$ cat src/rtl/spi_pkg.sv
// Shared SPI definitions: opcodes, master FSM state encoding, frame length.
// Used by spi_master and the SPI slave opcode decode.
package spi_pkg;

  localparam int CMD_BITS = 10;

  localparam logic [1:0] OP_WR_ADDR = 2'b00;
  localparam logic [1:0] OP_WR_DATA = 2'b01;
  localparam logic [1:0] OP_RD_ADDR = 2'b10;
  localparam logic [1:0] OP_RD_DATA = 2'b11;

  localparam logic [2:0] ST_IDLE  = 3'd0;
  localparam logic [2:0] ST_START = 3'd1;
  localparam logic [2:0] ST_SHIFT = 3'd2;
  localparam logic [2:0] ST_WAIT  = 3'd3;
  localparam logic [2:0] ST_RECV  = 3'd4;
  localparam logic [2:0] ST_GAP   = 3'd5;

  function automatic logic is_rd_data(
    input logic [1:0] op
  );
    return op == OP_RD_DATA;
  endfunction

endpackage

$ cat src/rtl/spi_master.sv
// SPI initiator: serialises {op,payload} MSB-first under SS_n and returns
// the MISO reply of RD_DATA frames.
// Ports: clk, rst (sync, high); cmd_valid/cmd_ready/cmd_op/cmd_data host
// command; rsp_valid/rsp_data read reply; SS_n/MOSI/MISO serial side.
module spi_master
  import spi_pkg::*;
#(
  parameter int RD_WAIT = 2,
  parameter int GAP     = 1
) (
  input  logic       clk,
  input  logic       rst,
  input  logic       cmd_valid,
  output logic       cmd_ready,
  input  logic [1:0] cmd_op,
  input  logic [7:0] cmd_data,
  output logic       rsp_valid,
  output logic [7:0] rsp_data,
  output logic       SS_n,
  output logic       MOSI,
  input  logic       MISO
);

  logic [2:0]          state;
  logic [3:0]          cnt;
  logic [1:0]          op;
  logic [CMD_BITS-1:0] tx;
  logic [7:0]          rx;

  assign cmd_ready = (state == ST_IDLE);
  assign SS_n = (state == ST_IDLE) || (state == ST_GAP);
  // START repeats op[1] ahead of the full frame: slave's r/w selector.
  assign MOSI = ((state == ST_START) || (state == ST_SHIFT))
              ? tx[CMD_BITS-1] : 1'b0;

  always_ff @(posedge clk) begin
    if (rst) begin
      state     <= ST_IDLE;
      cnt       <= '0;
      op        <= '0;
      tx        <= '0;
      rx        <= '0;
      rsp_valid <= 1'b0;
      rsp_data  <= '0;
    end else begin
      rsp_valid <= 1'b0;
      case (state)
        ST_IDLE: begin
          if (cmd_valid) begin
            tx    <= {cmd_op, cmd_data};
            op    <= cmd_op;
            state <= ST_START;
          end
        end
        ST_START: begin
          cnt   <= 4'(CMD_BITS - 1);
          state <= ST_SHIFT;
        end
        ST_SHIFT: begin
          tx <= {tx[CMD_BITS-2:0], 1'b0};
          if (cnt == '0) begin
            if (is_rd_data(op)) begin
              cnt   <= 4'(RD_WAIT - 1);
              state <= ST_WAIT;
            end else begin
              cnt   <= 4'(GAP - 1);
              state <= ST_GAP;
            end
          end else begin
            cnt <= cnt - 4'd1;
          end
        end
        ST_WAIT: begin
          if (cnt == '0) begin
            cnt   <= 4'd7;
            state <= ST_RECV;
          end else begin
            cnt <= cnt - 4'd1;
          end
        end
        ST_RECV: begin
          rx <= {rx[6:0], MISO};
          // rsp_data only moves once the whole byte is in.
          if (cnt == '0) begin
            rsp_data  <= {rx[6:0], MISO};
            rsp_valid <= 1'b1;
            cnt       <= 4'(GAP - 1);
            state     <= ST_GAP;
          end else begin
            cnt <= cnt - 4'd1;
          end
        end
        ST_GAP: begin
          if (cnt == '0) begin
            state <= ST_IDLE;
          end else begin
            cnt <= cnt - 4'd1;
          end
        end
        default: begin
          cnt   <= '0;
          state <= ST_IDLE;
        end
      endcase
    end
  end

endmodule

$ cat config.mk
export PLATFORM = sky130hd
export DESIGN_NAME = spi_master
export DESIGN_NICKNAME = d
export VERILOG_FILES = /design/src/rtl/spi_pkg.sv /design/src/rtl/spi_master.sv
export SDC_FILE = /design/constraint.sdc
export NUM_CORES = 1
export LEC_CHECK = 0
export ABC_AREA = 0
export CAP_MARGIN = 20
export CORE_ASPECT_RATIO = 0.6
export CORE_MARGIN = 3
export CORE_UTILIZATION = 50
export DETAILED_ROUTE_END_ITERATION = 12
export HOLD_SLACK_MARGIN = 0.08
export PLACE_DENSITY = 0.76
export SLEW_MARGIN = 20
export SYNTH_ARGS = -nofsm -noshare
export SYNTH_HDL_FRONTEND = slang
export SYNTH_SLANG_ARGS = --single-unit
$ cat constraint.sdc
create_clock -name clk -period 3.27 [get_ports clk]
set_input_delay 0.4905 -clock clk [delete_from_list [all_inputs] [get_ports clk]]
set_output_delay 0.4905 -clock clk [all_outputs]
set_load 0.02 [all_outputs]
==> results_dict.tcl, run 1 <==
set metrics [dict create \
    place_inst 249 \
    startpoint_type "register" \
    viasPerCell 5.529 \
    async_flop_share 0 \
    cts_root_buffer "clkbuf_8" \
    fmax_mhz 401.7 \
    antenna_left 0 \
    layout_common_cells "nand2_1 (36), dfxtp_1 (35), clkdlybuf4s50_1 (25), nor2_1 (23), a21oi_1 (23)" \
    cts_buffers 5 \
    area_delta_synth_final_pct 23.10 \
    first_iter_violations 99 \
    power_mw 1.847 \
    die_h_um 49.57 \
    avgSynthCellArea_um2 8.152 \
    wl_um 3534 \
    drive_gt1_frac 0.08372 \
    portBuffers 25 \
    grt_pass1_vias 1290 \
    arrival_ns 2.00 \
    synth_nets 209 \
    rsz0062_at_grt "no" \
    finClkSkew_ns 0.007387 \
    first_pass_iters 4 \
    cp_cell_sequence "xnor2_1, nor3b_1, clkdlybuf4s50_1" \
    ios 26 \
    fin_ws_ns 0.7807 \
    utilization 0.6607 \
    synth-edff-count 0 \
    track_usage 0.1964 \
    finalHoldViolations 0 \
    stdcell_count 257 \
    ys_ff_latch 35 \
    synth_ff_type "dfxtp_1" \
    drv_cap 0 \
    hold_buffers 0 \
    cts.clk_slew.worst_paths_ns 0.07 \
    slew_headroom 0.4335 \
    die_area_um2 3896 \
    maxSlewViolCount 0 \
    netlist_instances 194 \
    die_w_um 78.61 \
    tns_ns 0 \
    post_dp_cell_area_um2 1814 \
    cts_tree "built" \
    clock-sinks 35 \
    ir_drop_mv 0.6611 \
    status "finished clean" \
    num_antenna_cells 0 \
    hold_ws_ns 0.4536 \
    critPathKind "register to primary output" \
    finalCritPeriodShare 0.7612 \
    max_stage_delay_ns 0.75 \
    yosysWarnings 0 \
    synth_top_area_cell "dfxtp_1" \
    cts_resized 0 \
    stdcell_area_um2 1947 \
    nets 229 \
    cts_setup_buffers 0 \
    initial_utilization 0.5367 \
    p_leak_nw 0.6975 \
    min-delay-path-class "register to register" \
    grt_max_degree 20 \
    routabilityCongestion 0.9189 \
    preCtsSetupSlack_ns 1.093 \
    synth.area.top_cells "dfxtp_1 (44%), nand2_1 (8.5%), a21oi_1 (7.3%)" \
    cts_buffer_depth 2 \
    grt_overflow 0 \
    critPathSlowestCell "dfxtp_1" \
    syn-cell-area_um2 1582 \
    hpwlAfterDp_um 2454 \
    grt_first_pass_wirelength_um 5954 \
    synth_cell_type_count 39 \
    final_common_cell "nand2_1" \
    worstSkewPairLatency_ns 0.29 \
    core-area_um2 2947 \
    antenna_found_initial 0 \
    regToRegSetupSlack_ns 1.09 \
    tightest_slew_ns 0.8488 \
    rows 15 \
    endpoint_kind "primary output" \
    setup_viol 0 \
    period_needed_ns 2.489 \
    yosysSeqAreaShare 0.4430 \
    wl_per_cell_um 13.75 \
    yosysTopAreaCellShare 0.4430 \
    crit_fanout 18 \
    worstPathRequired_ns 2.78 \
    p_per_area_nw_per_um2 948.7 \
    vias 1421 \
    drc 0 \
    ctsHtreeMaxLevel 2 \
]
[cell families after synthesis]
kind of cell | Yosys count | share of synthesized area
and+or+nand+nor | 100 | 0.3125
xor gates and xnor gates | 4 | 0.02216
DFF | 35 | 0.4430
muxes | 3 | 0.02215
buffers and inverters | 17 | 0.06091
AOI/OAI and AO/OA | 34 | 0.1313
adders and majority gates | 1 | 0.007910
[power by group]
part,internal [mW],switching [mW]
Clock,0.305,0.154
Sequential,0.527,0.139
Combinational,0.317,0.406
[routing by layer]
layer  global-route usage  vias to the layer above  routed length [µm]
li1                     -                      708                   -
met1               0.2497                      663                1669
met2               0.3014                       37                1579
met3              0.07482                       13                 212
met4              0.07558                        0                  72
met5                    0                        -                   0
[critical path: cells and delay by family, from the launching register on]
kind          cells  cell delay (ns)
flops             1             0.75
buf+inv           1             0.64
simple gates      1             0.20
xor+xnor          1             0.13
[Yosys cell counts (3+ instances only)]
library cell  count
inv_1             3
nand3_1          10
nor4_1            8
nor2_1           23
nor3_1            9
buf_2             5
dfxtp_1          35
clkbuf_1          4
a21oi_1          23
buf_4             3
nand2_1          36
[path summary, 6_finish.rpt]
path / startpoint / endpoint / depth (start not counted)
min: rsp_data[3]$_SDFFE_PP0P_ / rsp_data[3]$_SDFFE_PP0P_ / 2
max reg2reg: cnt[0]$_SDFFE_PP0P_ / cnt[1]$_SDFFE_PP0P_ / 6
max: state[1]$_SDFFE_PP0P_ / MOSI / 3
min reg2reg: rsp_data[3]$_SDFFE_PP0P_ / rsp_data[3]$_SDFFE_PP0P_ / 2
[layout make-up]
class                      count  area (µm²)
timing repair buffer          27       265.3
clock inverter                 2       60.06
tap                           42       52.55
fill                         248       999.7
inverter                       3       11.26
sequential                    35       700.7
clock buffer                   6       72.57
multi-input combinational    142       784.5
[registers in the layout, indices dropped and copies added, names as in the netlist]
signal and count:
cnt 4, rsp_valid 1, op 2, tx 10
rx 7, state 3, rsp_data 8
Power figures use the tool's default switching activity.
==> run 2, diff against run 1 <==
Clock period 3.27 ns to 2.6 ns, I/O delays scaled along.
==> run 2 against run 1 <==
- setup slack worse by 0.49 ns
- power up 27%
- clock power up 26%
- non-clock buffer count up 2
- via count up 1.8%
- combinational power up 33%
- design area up 0.77%
- sequential cell count unchanged
- final cell count up 0.78%
==> results_dict.tcl, run 2 (synthesized netlist as in run 1, its figures left out) <==
set metrics [dict create \
    status "finished clean" \
    vias 1447 \
    critPathKind "register to primary output" \
    max_stage_delay_ns 0.65 \
    cts_root_buffer "clkbuf_8" \
    cts_tree "built" \
    wl_per_cell_um 14.04 \
    grt_pass1_vias 1372 \
    hold_start "rsp_data[6]$_SDFFE_PP0P_" \
    startpoint_type "register" \
    largest_reg_flops 10 \
    clock-sinks 35 \
    tightest_slew_ns 0.6567 \
    drive_gt1_frac 0.09217 \
    cp_cell_sequence "xnor2_1, nor3b_1, clkdlybuf4s50_1" \
    post_dp_cell_area_um2 1829 \
    first_iter_violations 104 \
    finalCritPeriodShare 0.8896 \
    cts.clk_slew.worst_paths_ns 0.07 \
    drc 0 \
    hold_buffers 0 \
    setup_viol 0 \
    top_register "tx" \
    antenna_left 0 \
    portBuffers 25 \
    cts_setup_buffers 0 \
    nets 231 \
    min-delay-path-class "register to register" \
    route.met3.wl_um 294 \
    critPathSlowestCell "dfxtp_1" \
    rsz0062_at_grt "no" \
    cts_buffers 5 \
    cts_buffer_depth 2 \
    maxSlewViolCount 0 \
    worstSkewPairLatency_ns 0.29 \
    rows 15 \
    crit_fanout 13 \
    routabilityCongestion 0.7896 \
    power_mw 2.352 \
    stdcell_area_um2 1962 \
    cp-startpoint "state[0]$_SDFFE_PP0P_" \
    area_delta_synth_final_pct 24.05 \
    grt_first_pass_wirelength_um 6527 \
    antenna_found_initial 0 \
    ctsHtreeMaxLevel 2 \
    die_h_um 49.57 \
    worstPathRequired_ns 2.21 \
    period_needed_ns 2.313 \
    final_common_cell "nand2_1" \
    p_per_area_nw_per_um2 1199 \
    num_antenna_cells 0 \
    initial_utilization 0.5367 \
    arrival_ns 1.92 \
    top_layer "met4" \
    tns_ns 0 \
    regToRegStartpoint "cnt[0]$_SDFFE_PP0P_" \
    critical-path-top-delay-family "flip-flops" \
    nFillCells 250 \
    finalHoldViolations 0 \
    wl_um 3637 \
    viasPerCell 5.587 \
    reg_top3 "tx (10), rsp_data (8), rx (7)" \
    slew_headroom 0.5616 \
    grt_overflow 0 \
    core-area_um2 2947 \
    drv_cap 0 \
    finClkSkew_ns 0.006829 \
    wl_met2_um 1641 \
    die_w_um 78.61 \
    fin_ws_ns 0.2871 \
    hpwlAfterDp_um 2450 \
    die_area_um2 3896 \
    cts_resized 0 \
    p_leak_nw 0.7075 \
    worst-path-buf-inv 1 \
    preCtsSetupSlack_ns 0.6049 \
    wl_met1_um 1638 \
    track_usage 0.2150 \
    grt_max_degree 26 \
    fmax_mhz 432.4 \
    ir_drop_mv 0.6564 \
    layout_common_cells "nand2_1 (36), dfxtp_1 (35), clkdlybuf4s50_1 (25), nor2_1 (23), a21oi_1 (23)" \
    first_pass_iters 4 \
    endpoint_kind "primary output" \
    hold_ws_ns 0.4541 \
    ios 26 \
]
[run 2: stage by stage]
| stage | cells | util |
|---|---|---|
| global placement | 251 | 0.6208 |
| finish | 259 | 0.6658 |
| floorplan | 194 | - |
| global route | 259 | 0.6658 |
| detailed placement | 251 | 0.6208 |
| CTS | 259 | 0.6658 |
[run 2: worst register-to-register path: stages, from the launching register on]
cell	delay (ns)
dfxtp_1	0.36
inv_1	0.07
ha_1	0.22
nor3b_4	0.50
buf_4	0.27
nand2_2	0.14
nand2_1	0.11
a21oi_1	0.06
[run 2: path summary, 6_finish.rpt]
kind	endpoint	slack [ns]	depth (start not counted)
worst max-delay path	MOSI	0.29	3
worst min-delay path	rsp_data[6]$_SDFFE_PP0P_	0.45	2
worst max register to register	rsp_data[2]$_SDFFE_PP0P_	0.73	7
worst min register to register	rsp_data[6]$_SDFFE_PP0P_	0.45	2
[run 2: layout make-up]
class | count | area (µm²) | share of cell area
clock buffer | 6 | 72.57 | 0.03699
tap | 42 | 52.55 | 0.02679
multi-input combinational | 142 | 784.5 | 0.3999
sequential | 35 | 700.7 | 0.3571
timing repair buffer | 29 | 280.3 | 0.1429
inverter | 3 | 11.26 | 0.005740
clock inverter | 2 | 60.06 | 0.03061
[run 2: power by group]
part	switching [mW]	total, mW	leakage, nW	internal, mW
Clock	0.193	0.576	0.0654	0.383
Sequential	0.148	0.811	0.285	0.663
Combinational	0.546	0.965	0.357	0.420
[run 2: metal layers]
metal,track usage,vias to the layer above
met5,0,-
met4,0.07558,0
met3,0.08577,10
met2,0.3197,57
met1,0.2817,666
li1,-,714
==> run 3, diff against run 2 <==
Settings changed: CORE_MARGIN 3 to 1.5, SETUP_SLACK_MARGIN set to 0.05, SLEW_MARGIN 20 to not set.
==> run 3 against run 2 <==
- combinational power is 1% lower
- highest routed layer unchanged
- sequential share of layout area is 0.37 points higher
- clock power is 15% lower
==> results_dict.tcl, run 3 (synthesized netlist as in run 1, its figures left out) <==
set metrics [dict create \
    status "finished clean" \
    post_dp_cell_area_um2 1829 \
    critical-path-top-delay-family "flip-flops" \
    reg_top3 "tx (10), rsp_data (8), rx (7)" \
    hold_ws_ns 0.4544 \
    grt_overflow 0 \
    portBuffers 25 \
    largest_reg_flops 10 \
    fmax_mhz 430.4 \
    cts.clk_slew.worst_paths_ns 0.07 \
    place_inst 251 \
    startpoint_type "register" \
    stdcell_area_um2 1942 \
    hpwlAfterDp_um 2381 \
    maxSlewViolCount 0 \
    nets 231 \
    nFillCells 250 \
    drc 0 \
    clock-sinks 35 \
    worstPathRequired_ns 2.21 \
    worst-path-buf-inv 1 \
    initial_utilization 0.5367 \
    fin_ws_ns 0.2766 \
    utilization 0.6590 \
    cts_buffers 5 \
    endpoint_kind "primary output" \
    rows 15 \
    ctsHtreeMaxLevel 2 \
    layout_common_cells "nand2_1 (36), dfxtp_1 (35), clkdlybuf4s50_1 (25), nor2_1 (23), a21oi_1 (23)" \
    cts_buffer_depth 2 \
    p_leak_nw 0.7002 \
    min-delay-path-class "register to register" \
    first_pass_iters 5 \
    max_stage_delay_ns 0.67 \
    first_iter_violations 146 \
    tightest_slew_ns 0.6512 \
    top_register "tx" \
    grt_pass1_vias 1145 \
    viasPerCell 5.421 \
    num_antenna_cells 0 \
    drive_gt1_frac 0.09677 \
    final_common_cell "nand2_1" \
    die_h_um 46.57 \
    antenna_found_initial 0 \
    cp_cell_sequence "xnor2_1, nor3b_1, clkdlybuf4s50_1" \
    cts_resized 0 \
    ios 26 \
    antenna_left 0 \
    grt_first_pass_wirelength_um 5361 \
    power_mw 2.247 \
    arrival_ns 1.93 \
    die_area_um2 3521 \
    rsz0062_at_grt "no" \
    wl_um 3375 \
    cts_tree "built" \
    ir_drop_mv 0.6121 \
    cts_root_buffer "clkbuf_8" \
    wl_per_cell_um 13.03 \
    slew_headroom 0.5652 \
    core-area_um2 2947 \
    finalHoldViolations 0 \
    area_delta_synth_final_pct 22.78 \
    drv_cap 0 \
    p_per_area_nw_per_um2 1157 \
    worstSkewPairLatency_ns 0.29 \
    critPathKind "register to primary output" \
    track_usage 0.2109 \
    die_w_um 75.61 \
    period_needed_ns 2.323 \
    finalCritPeriodShare 0.8936 \
    grt_max_degree 26 \
    crit_fanout 13 \
    tns_ns 0 \
    vias 1404 \
    preCtsSetupSlack_ns 0.6059 \
    setup_viol 0 \
    hold_buffers 0 \
    cts_setup_buffers 0 \
    finClkSkew_ns 0.007927 \
    stdcell_count 259 \
    routabilityCongestion 0.8761 \
    critPathSlowestCell "dfxtp_1" \
]
[run 3: changes by cell type in the layout (fill, tap and decap cells not counted)]
cell,previous run,this run
bufinv_16,2,1
clkinv_2,0,1
clkbuf_1,1,0
clkinv_4,0,1
[run 3: worst paths after layout]
check,from,end,slack [ns],cells past startpoint
worst max-delay path,state[0]$_SDFFE_PP0P_,MOSI,0.28,3
worst min-delay path,rsp_data[6]$_SDFFE_PP0P_,rsp_data[6]$_SDFFE_PP0P_,0.45,2
worst max register to register,cnt[0]$_SDFFE_PP0P_,cnt[1]$_SDFFE_PP0P_,0.70,6
worst min register to register,rsp_data[6]$_SDFFE_PP0P_,rsp_data[6]$_SDFFE_PP0P_,0.45,2
[run 3: final cells by class]
type / count / area [µm²] / share of cell area
multi-input combinational: 142 / 784.5 / 0.4040
sequential: 35 / 700.7 / 0.3608
timing repair buffer: 29 / 280.3 / 0.1443
clock buffer: 5 / 68.82 / 0.03544
tap: 42 / 52.55 / 0.02706
clock inverter: 3 / 43.79 / 0.02255
inverter: 3 / 11.26 / 0.005799
[run 3: worst reg2reg max path, delay by kind of cell, from the launching register on]
family | cells | cell delay, ns
fa+ha+maj | 1 | 0.21
flops | 1 | 0.37
mux | 1 | 0.35
buf+inv | 1 | 0.08
simple gates | 2 | 0.68
compound gates | 1 | 0.16
[run 3: where the power goes]
group | switching [mW] | leakage (nW) | internal (mW)
registers | 0.144 | 0.285 | 0.663
clock network | 0.203 | 0.0581 | 0.285
logic | 0.533 | 0.357 | 0.419
total | 0.880 | 0.700 | 1.37
[run 3: routing by layer]
layer	up-vias	wire, µm	global-route usage	part of all wire
met2	33	1422	0.2930	0.42
met5	-	0	0	0
met3	10	157	0.07002	0.047
met1	648	1743	0.2997	0.52
met4	0	53	0.08214	0.016
li1	713	-	-	-
